File: src/rtl/grad_spi_arb_pkg.sv
// Shared types and constants for the gradient SPI arbiter.
package grad_spi_arb_pkg;

  typedef enum logic [1:0] {
    ST_IDLE,
    ST_ISSUE,
    ST_WAIT,
    ST_RESP
  } state_e;

  localparam int unsigned CNT_W = 16;

  // Fill bit for the readback delivered when a transfer times out.
  localparam logic ABORT_BIT = 1'b0;

endpackage

File: src/rtl/grad_spi_arb.sv
// Two-requester round-robin arbiter in front of a single SPI serialiser, with a
// per-transfer timeout that reports a sticky error.
module grad_spi_arb
  import grad_spi_arb_pkg::*;
#(
  parameter int unsigned TIMEOUT = 1023,
  parameter int unsigned DW      = 32
) (
  input  logic          clk,
  input  logic          rst_n,
  input  logic [DW-1:0] req0_data_i,
  input  logic          req0_valid_i,
  output logic          req0_ready_o,
  output logic [DW-1:0] req0_rdata_o,
  output logic          req0_rvalid_o,
  input  logic [DW-1:0] req1_data_i,
  input  logic          req1_valid_i,
  output logic          req1_ready_o,
  output logic [DW-1:0] req1_rdata_o,
  output logic          req1_rvalid_o,
  output logic [DW-1:0] ser_data_o,
  output logic          ser_valid_o,
  input  logic          ser_done_i,
  input  logic [DW-1:0] ser_rdata_i,
  input  logic          err_clr_i,
  output logic          err_o,
  output logic          busy_o
);

  state_e             state_q, state_d;
  logic               lp_q, lp_d;
  logic               owner_q, owner_d;
  logic [DW-1:0]      sdata_q, sdata_d;
  logic [DW-1:0]      rd0_q, rd0_d;
  logic [DW-1:0]      rd1_q, rd1_d;
  logic [CNT_W-1:0]   cnt_q, cnt_d;
  logic               err_q, err_d;

  logic               gnt_vld;
  logic               gnt;
  logic [CNT_W-1:0]   cnt_inc;
  logic               timeout;
  logic               err_set;
  logic [DW-1:0]      rd_cap;

  // On a tie the requester that was not served last wins.
  assign gnt_vld = (state_q == ST_IDLE) && (req0_valid_i || req1_valid_i);
  assign gnt     = (req0_valid_i && req1_valid_i) ? ~lp_q : ~req0_valid_i;

  assign cnt_inc = (cnt_q == '1) ? cnt_q : cnt_q + CNT_W'(1);
  assign timeout = (cnt_inc == CNT_W'(TIMEOUT));

  always_comb begin
    state_d = state_q;
    lp_d    = lp_q;
    owner_d = owner_q;
    sdata_d = sdata_q;
    rd0_d   = rd0_q;
    rd1_d   = rd1_q;
    cnt_d   = cnt_q;
    err_set = 1'b0;
    rd_cap  = '0;
    case (state_q)
      ST_IDLE: begin
        if (gnt_vld) begin
          sdata_d = gnt ? req1_data_i : req0_data_i;
          owner_d = gnt;
          lp_d    = gnt;
          state_d = ST_ISSUE;
        end
      end
      ST_ISSUE: begin
        cnt_d   = '0;
        state_d = ST_WAIT;
      end
      ST_WAIT: begin
        cnt_d = cnt_inc;
        // A done arriving on the timeout cycle still counts as success.
        if (ser_done_i || timeout) begin
          rd_cap  = ser_done_i ? ser_rdata_i : {DW{ABORT_BIT}};
          err_set = ~ser_done_i;
          if (owner_q) rd1_d = rd_cap;
          else         rd0_d = rd_cap;
          state_d = ST_RESP;
        end
      end
      ST_RESP: state_d = ST_IDLE;
      default: state_d = ST_IDLE;
    endcase

    if (err_set)        err_d = 1'b1;
    else if (err_clr_i) err_d = 1'b0;
    else                err_d = err_q;
  end

  always_ff @(posedge clk or negedge rst_n) begin
    if (!rst_n) begin
      state_q <= ST_IDLE;
      lp_q    <= 1'b1;
      owner_q <= 1'b0;
      sdata_q <= '0;
      rd0_q   <= '0;
      rd1_q   <= '0;
      cnt_q   <= '0;
      err_q   <= 1'b0;
    end else begin
      state_q <= state_d;
      lp_q    <= lp_d;
      owner_q <= owner_d;
      sdata_q <= sdata_d;
      rd0_q   <= rd0_d;
      rd1_q   <= rd1_d;
      cnt_q   <= cnt_d;
      err_q   <= err_d;
    end
  end

  assign req0_ready_o  = gnt_vld && !gnt;
  assign req1_ready_o  = gnt_vld &&  gnt;
  assign req0_rvalid_o = (state_q == ST_RESP) && !owner_q;
  assign req1_rvalid_o = (state_q == ST_RESP) &&  owner_q;
  assign req0_rdata_o  = rd0_q;
  assign req1_rdata_o  = rd1_q;
  assign ser_data_o    = sdata_q;
  assign ser_valid_o   = (state_q == ST_ISSUE);
  assign err_o         = err_q;
  assign busy_o        = (state_q != ST_IDLE);

endmodule

File: config.mk
export PLATFORM = sky130hd
export DESIGN_NAME = grad_spi_arb
export DESIGN_NICKNAME = d
export VERILOG_FILES = /design/src/rtl/grad_spi_arb_pkg.sv /design/src/rtl/grad_spi_arb.sv
export SDC_FILE = /design/constraint.sdc
export NUM_CORES = 1
export LEC_CHECK = 0
export ABC_AREA = 0
export BUFFER_PORTS_ARGS = -buffer_cell sky130_fd_sc_hd__buf_2
export CORE_UTILIZATION = 52
export DETAILED_ROUTE_END_ITERATION = 6
export PLACE_DENSITY = 0.89
export SYNTH_ARGS = -nofsm -noshare
export SYNTH_HDL_FRONTEND = slang
export SYNTH_SLANG_ARGS = --single-unit
File: constraint.sdc
create_clock -name clk -period 4.45 [get_ports clk]
set_input_delay 0.89 -clock clk [delete_from_list [all_inputs] [get_ports clk]]
set_output_delay 0.89 -clock clk [all_outputs]
set_load 0.01 [all_outputs]
==> results of run 1 <==
## registers in the layout, indices dropped and copies added (netlist names)
signal,flops
req0_rdata_o,32
req1_rdata_o,32
ser_data_o,32
cnt_q,16
state_q,2
err_o,1
lp_q,1
owner_q,1
## cells by family (layout without fill, tap and decap cells)
| logic type | count (synthesis) | after routing | synth area share, % |
|---|---|---|---|
| buffers and inverters | 80 | 288 | 6.88 |
| AO/OA/AOI/OAI | 148 | 148 | 24.3 |
| AND/OR/NAND/NOR | 86 | 86 | 9.69 |
| flip-flops | 117 | 117 | 57.1 |
| XOR/XNOR | 1 | 1 | 0.171 |
| multiplexers | 3 | 3 | 0.610 |
| adder cells (fa/ha/maj) | 5 | 5 | 1.22 |
## cell type report
class	count	area [sq um]
clock buffer	18	418
clock inverter	14	165
fill	592	2640
inverter	45	169
multi-input combinational	243	1860
sequential	117	2930
tap	129	161
timing repair buffer	211	1080
## how the worst max path moves through the flow
stage | from | to | slack [ps]
after floorplan | req1_valid_i | req1_ready_o | 1940
after global placement | cnt_q[0] | req1_rdata_o[3] | 1550
after detailed placement | cnt_q[0] | req1_rdata_o[1] | 1420
after CTS | cnt_q[0] | req1_rdata_o[0] | 1250
after global routing | cnt_q[1] | req1_rdata_o[0] | 970
final | cnt_q[1] | req1_rdata_o[15] | 1150
## worst max-delay path, cell delays in order (launching register included)
cell and delay, ps:
dfrtp_1 480, ha_1 340, and4_1 440, nand4_2 280
a41oi_1 360, nor3_1 110, and4b_4 230, o211ai_4 700
a22o_1 270
## layer usage
metal | vias up | share of wire, % | routed length [um]
met2 | 351 | 51 | 8030
li1 | 2061 | - | -
met4 | 0 | 4.6 | 732
met5 | - | 0 | 0
met1 | 2359 | 36 | 5690
met3 | 67 | 8.4 | 1330
## per-stage QoR
stage	cell area, sq um	power (W)
after global routing	6770	0.00523
after global placement	6190	0.00348
after detailed placement	6190	0.00356
after CTS	6770	0.00497
final	6770	0.00499
after floorplan	5130	0.00283
## cells in the final DEF, fill, tap and decap left out, types with 4 or more instances in the layout
master / count
ha_1: 5
o22ai_1: 5
buf_4: 8
clkbuf_16: 16
and4_1: 5
buf_2: 203
nor2_1: 6
dfrtp_1: 116
a41oi_1: 4
and3_1: 5
o31ai_1: 6
a22o_1: 64
inv_6: 6
a222oi_1: 32
nand4_1: 6
nand3_1: 7
inv_1: 45
o21ai_0: 7
a21oi_1: 11
nand2_1: 36
a21o_1: 4
## report_power, final
group	switching [W]	internal, W	leakage (nW)
Clock	0.000543	0.000813	0.280
Combinational	0.00104	0.000797	1.83
Sequential	0.000298	0.00150	1.49
==> impl_results.md, run 1 <==
- Die height: 101 um
- Vias per cell: 6.23
- Clk_skew: 11.6 ps
- Largest net degree at the start of global routing: 48
- Largest area contributor in the synthesized netlist: dfrtp_1
- Met2 usage: 53.5%
- TritonCTS Buffers: 17
- YS warnings: 0
- Gpl congestion: 0.928
- Setup TNS: 0 ps
- RR Startpoint: cnt_q[1]
- Synth area leaders: dfrtp_1, a22o_1, a222oi_1
- Syn_nets: 547
- Top_reg_cell synth: dfrtp_1
- Nets@finish: 742
- Fin Hold WS: 371 ps
- Crit Path Category: flop to flop
- Clock Root Buffer: clkbuf_8
- Async SR Flop Fraction: 100%
- Clk_lat worst skew: 520 ps
- WL/cell: 20.3 um
- Clock buffer depth: 2
- Hold-fix buffers, CTS: 0
- FF-to-FF End: req1_rdata_o[15]
- Max VDD drop: 0.468 mV
- Flops & latches, synth: 117
- Core Rows: 35
- Mapped Cells: 440
- CP required: 4900 ps
- Met1 usage: 37.6%
- Setup ws final: 1150 ps
- Detailed Place HPWL: 10.0 mm
- Failing checks: DRC
- IO Port Bufs: 204
- Post-synth EDFFs: 0
- IO Count: 205
- Post_cts resized: 0
- DR vias: 4838
- Critical path arrival: 3750 ps
- 1st-pass router iterations: 7
- Synthesis-to-layout area growth: 32.1%
- Met3 usage: 8.83%
- Element type at the critical path end: flop
- Worst-path clk slew: 70 ps
- Die width: 101 um
- CTS sink cnt: 117
- Avg Cell Area, Syn: 11.7 sq um
- ANT nets after route: 0
- Worst r2r path cells: 8
- Fin cells: 777
- Postcts setup bufs: 0
- Crit-path max FO: 32
- Max Slew Vio Count: 0
- R2R Setup Slk: 1150 ps
- Core Util, Final: 71.9%
- CTS tree: done
- Leakage Power: 3.60 nW
- First-pass GRT wire length: 24.8 mm
- Post-Route WL: 15.8 mm
- Overall Global Routing Usage: 32.2%
- Drc violations: 9
- List of most frequent post-synthesis cells: dfrtp_1, a22o_1, inv_1, nand2_1, a222oi_1
- RSZ-0062 raised after global routing: false
- Final setup viols: 0
- Initial Util: 54.4%
- Core Area: 9420 sq um
- Pwr dens: 736 nW/um^2
- Sequential fraction of the synthesis area: 57.1%
- Fmax: 303 MHz
- Grt total ovfl: 0
- Grt peak-use layer: met2
- Hold Crit Class: input pin to async pin
- Crit share post-route: 74.1%
- Final hold vios: 0
- DP Cell Count: 745
- Synth unique cells: 50
- DIE AREA: 10300 sq um
- Initial antenna violation count: 0
- CP Launch Type: flop
- Post-synthesis cell area: 5130 sq um
- Share of cells above drive strength 1: 39.4%
- CTS H-tree depth: 4
- Final min period: 3300 ps
- Vias in the first global route: 4884
- Slew margin rel.: 16.7%
- Initial DRC Count: 525
- Status: finished with violations
- Top-count cell post-synth: dfrtp_1
- Max_cap viols: 0
- N_diodes: 0
- Least-Margin Pin Slew: 1250 ps
- DP Worst Slack: 1420 ps
- Yosys top cell area share: 56.6%
Power figures use the tool's default switching activity.
==> run 2, diff against run 1 <==
CORE_UTILIZATION = 49   (was 52)
PLACE_DENSITY = 0.85   (was 0.89)
clock period = 3.1 ns   (was 4.45 ns; I/O delays follow)
==> impl_results.md, run 2 (synthesis results as in run 1) <==
- Status: finished with violations
- Failing checks: DRC
- Overall Global Routing Usage: 30.1% (-2.1 points)
- Clock Power Share: 29.9% (+2.7 points)
- Commonest non-fill, non-tap cell in the layout: buf_2
- Logic pwr share: 35.5% (-1.2 points)
- Hold Crit Class: input pin to async pin
- N_diodes: 0 (unchanged)
- Post-Route WL: 15.9 mm (+0.93%)
- Vias in the first global route: 4950 (+1.4%)
- Final min period: 2970 ps (-325 ps)
- CP startpoint: cnt_q[0]
- TritonCTS Buffers: 17 (unchanged)
- CTS sink cnt: 117 (unchanged)
- CP required: 3500 ps (-1400 ps)
- P_int: 0.00484 W (+55%)
- Grt total ovfl: 0 (unchanged)
- WL/cell: 20.2 um (-0.60%)
- Vias per cell: 6.19 (-0.58%)
- Least-Margin Pin Slew: 767 ps (-483 ps)
- CP Launch Type: flop
- Crit-path max FO: 32 (unchanged)
- CTS tree: done
- FF-to-FF End: req0_rdata_o[11]
- DP Cell Count: 753 (+1.1%)
- Share of cells above drive strength 1: 40.1% (+0.74 points)
- Max_cap viols: 0 (unchanged)
- Max Slew Vio Count: 0 (unchanged)
- Initial antenna violation count: 0 (unchanged)
- Clock Root Buffer: clkbuf_8
- RR Startpoint: cnt_q[0]
- Worst-path clk slew: 60 ps (about the same)
- Largest net degree at the start of global routing: 59 (+23%)
- Worst r2r path cells: 10 (+2)
- Clock buffer depth: 2 (unchanged)
- Fin cells: 789 (+1.5%)
- DIE AREA: 10900 sq um (+6.0%)
- Crit Path Category: flop to flop
- Slew margin rel.: 48.9% (+32 points)
- Net Sw Power: 0.00264 W (+40%)
- Detailed Place HPWL: 10.1 mm (+1.3%)
- PnR Total Power: 0.00747 W (+50%)
- Max VDD drop: 0.755 mV (+61%)
- DP Worst Slack: 8.52 ps (-1410 ps)
- Critical path arrival: 3370 ps (-380 ps)
- Element type at the critical path end: flop
- Nets@finish: 750 (+1.1%)
- Setup TNS: 0 ps (unchanged)
- Final setup viols: 0 (unchanged)
- R2R Setup Slk: 130 ps (-1020 ps)
- Gpl congestion: 0.944 (+1.7%)
- IO Port Bufs: 204 (unchanged)
- Synthesis-to-layout area growth: 35.6%
- Worst setup endpoint: req0_rdata_o[11]
- Crit share post-route: 95.9% (+22 points)
- RSZ-0062 raised after global routing: false
- Sequential share of power: 34.5% (-1.6 points)
- CTS H-tree depth: 4 (unchanged)
- Setup ws final: 126 ps (-1020 ps)
- Die height: 104 um (+3.0%)
- First-pass GRT wire length: 25.5 mm (+3.0%)
- Net Sw Frac: 35.3% (-2.3 points)
- IO Count: 205 (unchanged)
- Die width: 104 um (+3.0%)
- Layout fillers: 647 (+9.3%)
- Leakage Power: 3.67 nW (+2.1%)
- Fmax: 336 MHz (+11%)
- ANT nets after route: 0 (unchanged)
- Placed cell area: 6240 sq um (+0.77%)
- Initial DRC Count: 613 (+17%)
- Core Area: 9950 sq um (+5.7%)
- Core Rows: 36 (+2.9%)
- DR vias: 4884 (+0.95%)
- 1st-pass router iterations: 7 (unchanged)
- Pwr dens: 1070 nW/um^2 (+46%)
- Final hold vios: 0 (unchanged)
- Cell area after layout: 6950 sq um (+2.6%)
- Drc violations: 12 (+3)
- Clk_skew: 9.36 ps (-2.26 ps)
- Clk_lat worst skew: 520 ps (about the same)
- Commonest non-fill, non-tap cells in the layout: buf_2, dfrtp_1, a22o_1
- Initial Util: 51.5% (-2.9 points)
## run 2: cell count changes in the layout (fill, tap and decap cells not counted), sizes merged
cell,delta
o211ai,+1
clkinv,-2
bufinv,+4
buf,+7
clkinvlp,+2
inv,-6
clkbuf,+2
## run 2: per-layer routing
metal / wire length, um / global-route usage [%] / vias to the layer above
met4: 676 / 16.1 / 0
met1: 5810 / 35.9 / 2420
li1: - / - / 2085
met2: 8100 / 49.7 / 316
met3: 1340 / 7.89 / 63
met5: 0 / 0 / -
## run 2: stage by stage
step	hold WS (ps)	util (%)
after floorplan	324	-
after global placement	477	62.7
after detailed placement	477	62.7
after CTS	187	69.5
after global routing	217	69.8
final	152	69.8
## run 2: area by class of cell
cell class / instances / area, sq um / share of cell area, %
well taps: 133 / 166 / 2.39
clock inverters: 12 / 224 / 3.22
clock buffers: 20 / 445 / 6.41
inverters: 45 / 169 / 2.43
multi-input cells: 244 / 1880 / 27.0
flip-flops and latches: 117 / 2930 / 42.1
repair buffers: 218 / 1140 / 16.4
## run 2: worst min-delay path by stage
stage	cells after the start	start	end
2_1_floorplan	0	rst_n	cnt_q[0]
3_3_place_gp	1	req1_rdata_o[15]	req1_rdata_o[15]
3_5_place_dp	1	req0_rdata_o[31]	req0_rdata_o[31]
4_1_cts	1	rst_n	req1_rdata_o[20]
5_1_grt	1	rst_n	req1_rdata_o[24]
6_report	1	rst_n	req0_rdata_o[22]
## run 2: worst max-delay path, stage by stage, from the launching register on
cell and delay [ps]:
dfrtp_1 500, ha_1 350, and4_1 420, nand4_2 150
buf_4 180, a21oi_1 130, nand4_1 100, and4b_4 440
o21ai_2 80, buf_4 250, a22o_1 240
## run 2: repair_timing
item                       4_1_cts  5_1_grt
setup endpoints to repair        2       49
setup buffers                    0        3
hold buffers                     0        0
cloned                           1        0
pin swaps                        1        2
resized for setup                0        1
## run 2: power by group through the flow
stage          clock (W)  combinational (W)  sequential (W)
4_1_cts          0.00226            0.00265         0.00256
3_3_place_gp           0            0.00249         0.00252
2_1_floorplan          0            0.00128         0.00277
5_1_grt          0.00232            0.00286         0.00264
3_5_place_dp           0            0.00261         0.00255
6_report         0.00224            0.00266         0.00258
==> run 3, diff against run 2 <==
CORE_UTILIZATION = 52   (was 49)
PLACE_DENSITY = 0.89   (was 0.85)
clock period = 3.7 ns   (was 3.1 ns; I/O delays follow)
==> impl_results.md, run 3 (synthesis results as in run 1) <==
- Status: finished with violations
- Failing checks: DRC
- Logic pwr share: 36.8% (+1.3 points)
- Critical path arrival: 3400 ps (+30 ps)
- Fin Hold WS: 307 ps (+154 ps)
- Hold-fix buffers, CTS: 0 (unchanged)
- First-pass GRT wire length: 24.4 mm (-4.6%)
- Postcts setup bufs: 0 (unchanged)
- Crit Path Category: flop to flop
- Commonest non-fill, non-tap cells in the layout: buf_2, dfrtp_1, a22o_1
- DR vias: 4858 (-0.53%)
- IO Count: 205 (unchanged)
- CP cell instances: ha_1 -> and4_1 -> nand4_2 -> a21oi_1 -> nand4_1 -> and4b_4 -> o211ai_4 -> buf_4 -> a22o_1
- Slew margin rel.: 45.6% (-3.3 points)
- Top Family by Delay on Critical Path: simple AND/OR/NAND/NOR gates
- Vias in the first global route: 4808 (-2.9%)
- Overall Global Routing Usage: 31.7% (+1.6 points)
- Placed cell area: 6220 sq um (-0.32%)
- Core Area: 9420 sq um (-5.4%)
- Grt total ovfl: 0 (unchanged)
- Final min period: 3010 ps (+31.3 ps)
- Crit share post-route: 81.2% (-15 points)
- Clk_skew: 7.87 ps (-1.49 ps)
- Post-Route WL: 15.9 mm (-0.18%)
- Drc violations: 1 (-11)
- Cell area after layout: 6800 sq um (-2.2%)
- DIE AREA: 10300 sq um (-5.7%)
- Initial antenna violation count: 0 (unchanged)
- Worst-path clk slew: 60 ps (about the same)
- Core Rows: 35 (-2.8%)
- Share of cells above drive strength 1: 39.7% (-0.40 points)
- Final hold vios: 0 (unchanged)
- Initial DRC Count: 646 (+5.4%)
- Setup TNS: 0 ps (unchanged)
- Commonest non-fill, non-tap cell in the layout: buf_2
- Max VDD drop: 0.602 mV (-20%)
- Clock Power Share: 26.8% (-3.1 points)
- N_diodes: 0 (unchanged)
- TritonCTS Buffers: 17 (unchanged)
- P_int: 0.00375 W (-22%)
- CTS sink cnt: 117 (unchanged)
- Clock buffer depth: 2 (unchanged)
- Detailed Place HPWL: 10.4 mm (+2.4%)
- IO Port Bufs: 204 (unchanged)
- Post_cts resized: 0 (unchanged)
- CP Launch Type: flop
- Element type at the critical path end: flop
- WL/cell: 20.4 um (+1.1%)
- CP bufs+invs: 1 (-1)
- Die width: 101 um (-2.9%)
- Largest net degree at the start of global routing: 66 (+12%)
- Nets@finish: 744 (-0.80%)
- PnR Total Power: 0.00600 W (-20%)
- Pwr dens: 883 nW/um^2 (-18%)
- Max_cap viols: 0 (unchanged)
- Sequential share of power: 36.4% (+1.9 points)
- Final setup viols: 0 (unchanged)
- CTS tree: done
- Slowest CP cell: dfrtp_1
- Crit-path max FO: 32 (unchanged)
- 1st-pass router iterations: 7 (unchanged)
- Net Sw Power: 0.00224 W (-15%)
- Fmax: 333 MHz (-1.0%)
- Clk_lat worst skew: 510 ps (about the same)
- Max Slew Vio Count: 0 (unchanged)
- Clock Root Buffer: clkbuf_8
- RSZ-0062 raised after global routing: false
- ANT nets after route: 0 (unchanged)
- Vias per cell: 6.24 (+0.74%)
- Gpl congestion: 0.860 (-8.9%)
- Die height: 101 um (-2.9%)
- Initial Util: 54.4% (+2.9 points)
- Least-Margin Pin Slew: 816 ps (+49.5 ps)
- Critical path's largest stage delay: 470 ps (-30 ps)
- Net Sw Frac: 37.4% (+2.1 points)
- Hold Crit Class: input pin to async pin
- CP required: 4090 ps (+590 ps)
- CTS H-tree depth: 4 (unchanged)
- Synthesis-to-layout area growth: 32.6%
- Leakage Power: 3.61 nW (-1.8%)
-- run 3: changes by cell type in the layout (fill, tap and decap cells not counted) --
cell	change
clkinv_4	+1
clkbuf_8	-1
o211ai_4	-1
clkbuf_1	-1
clkinv_2	+2
bufinv_16	-4
buf_4	-5
inv_6	+3
-- run 3: final cells by class --
type	instances	area (sq um)
inverters	45	169
clock inverters	14	149
flip-flops and latches	117	2930
fillers	588	2620
clock buffers	18	428
multi-input cells	243	1860
well taps	129	161
repair buffers	213	1100
-- run 3: worst reg2reg max path: stages, from the launching register on --
cell and delay [ps]:
dfrtp_1 470, ha_1 340, and4_1 430, nand4_2 300, a21oi_1 230, nand4_1 140
and4b_4 400, o211ai_4 80, buf_4 260, a22o_1 250
-- run 3: through the flow --
step,setup slack (ps),instances,utilization [%]
detailed placement,817,747,66.0
global placement,926,747,66.0
global route,528,779,72.2
finish,695,779,72.2
CTS,780,779,72.2
floorplan,1270,440,-
-- run 3: layer usage --
layer,vias up,routed length [um],global-route usage [%]
met5,-,0,0
met4,0,702,16.7
met3,59,1250,7.59
met2,327,8150,53.2
met1,2405,5790,38.2
li1,2067,-,-
-- run 3: path summary, 6_finish.rpt --
path / start / endpoint / slack, ps / depth (start not counted)
max: cnt_q[1] / req1_rdata_o[1] / 690 / 9
min: rst_n / req0_rdata_o[23] / 310 / 1
max reg2reg: cnt_q[1] / req1_rdata_o[1] / 690 / 9
min reg2reg: req0_rdata_o[4] / req0_rdata_o[4] / 490 / 1
max in group asynchronous: rst_n / req1_rdata_o[1] / 2600 / 2
min in group clk: req1_data_i[27] / ser_data_o[27] / 440 / 3
-- run 3: power by group through the flow --
stage	logic (W)	registers, W	clock network [W]
after floorplan	0.00108	0.00232	0
after global placement	0.00207	0.00213	0
after detailed placement	0.00218	0.00215	0
after CTS	0.00220	0.00217	0.00162
after global routing	0.00238	0.00222	0.00168
final	0.00221	0.00218	0.00161
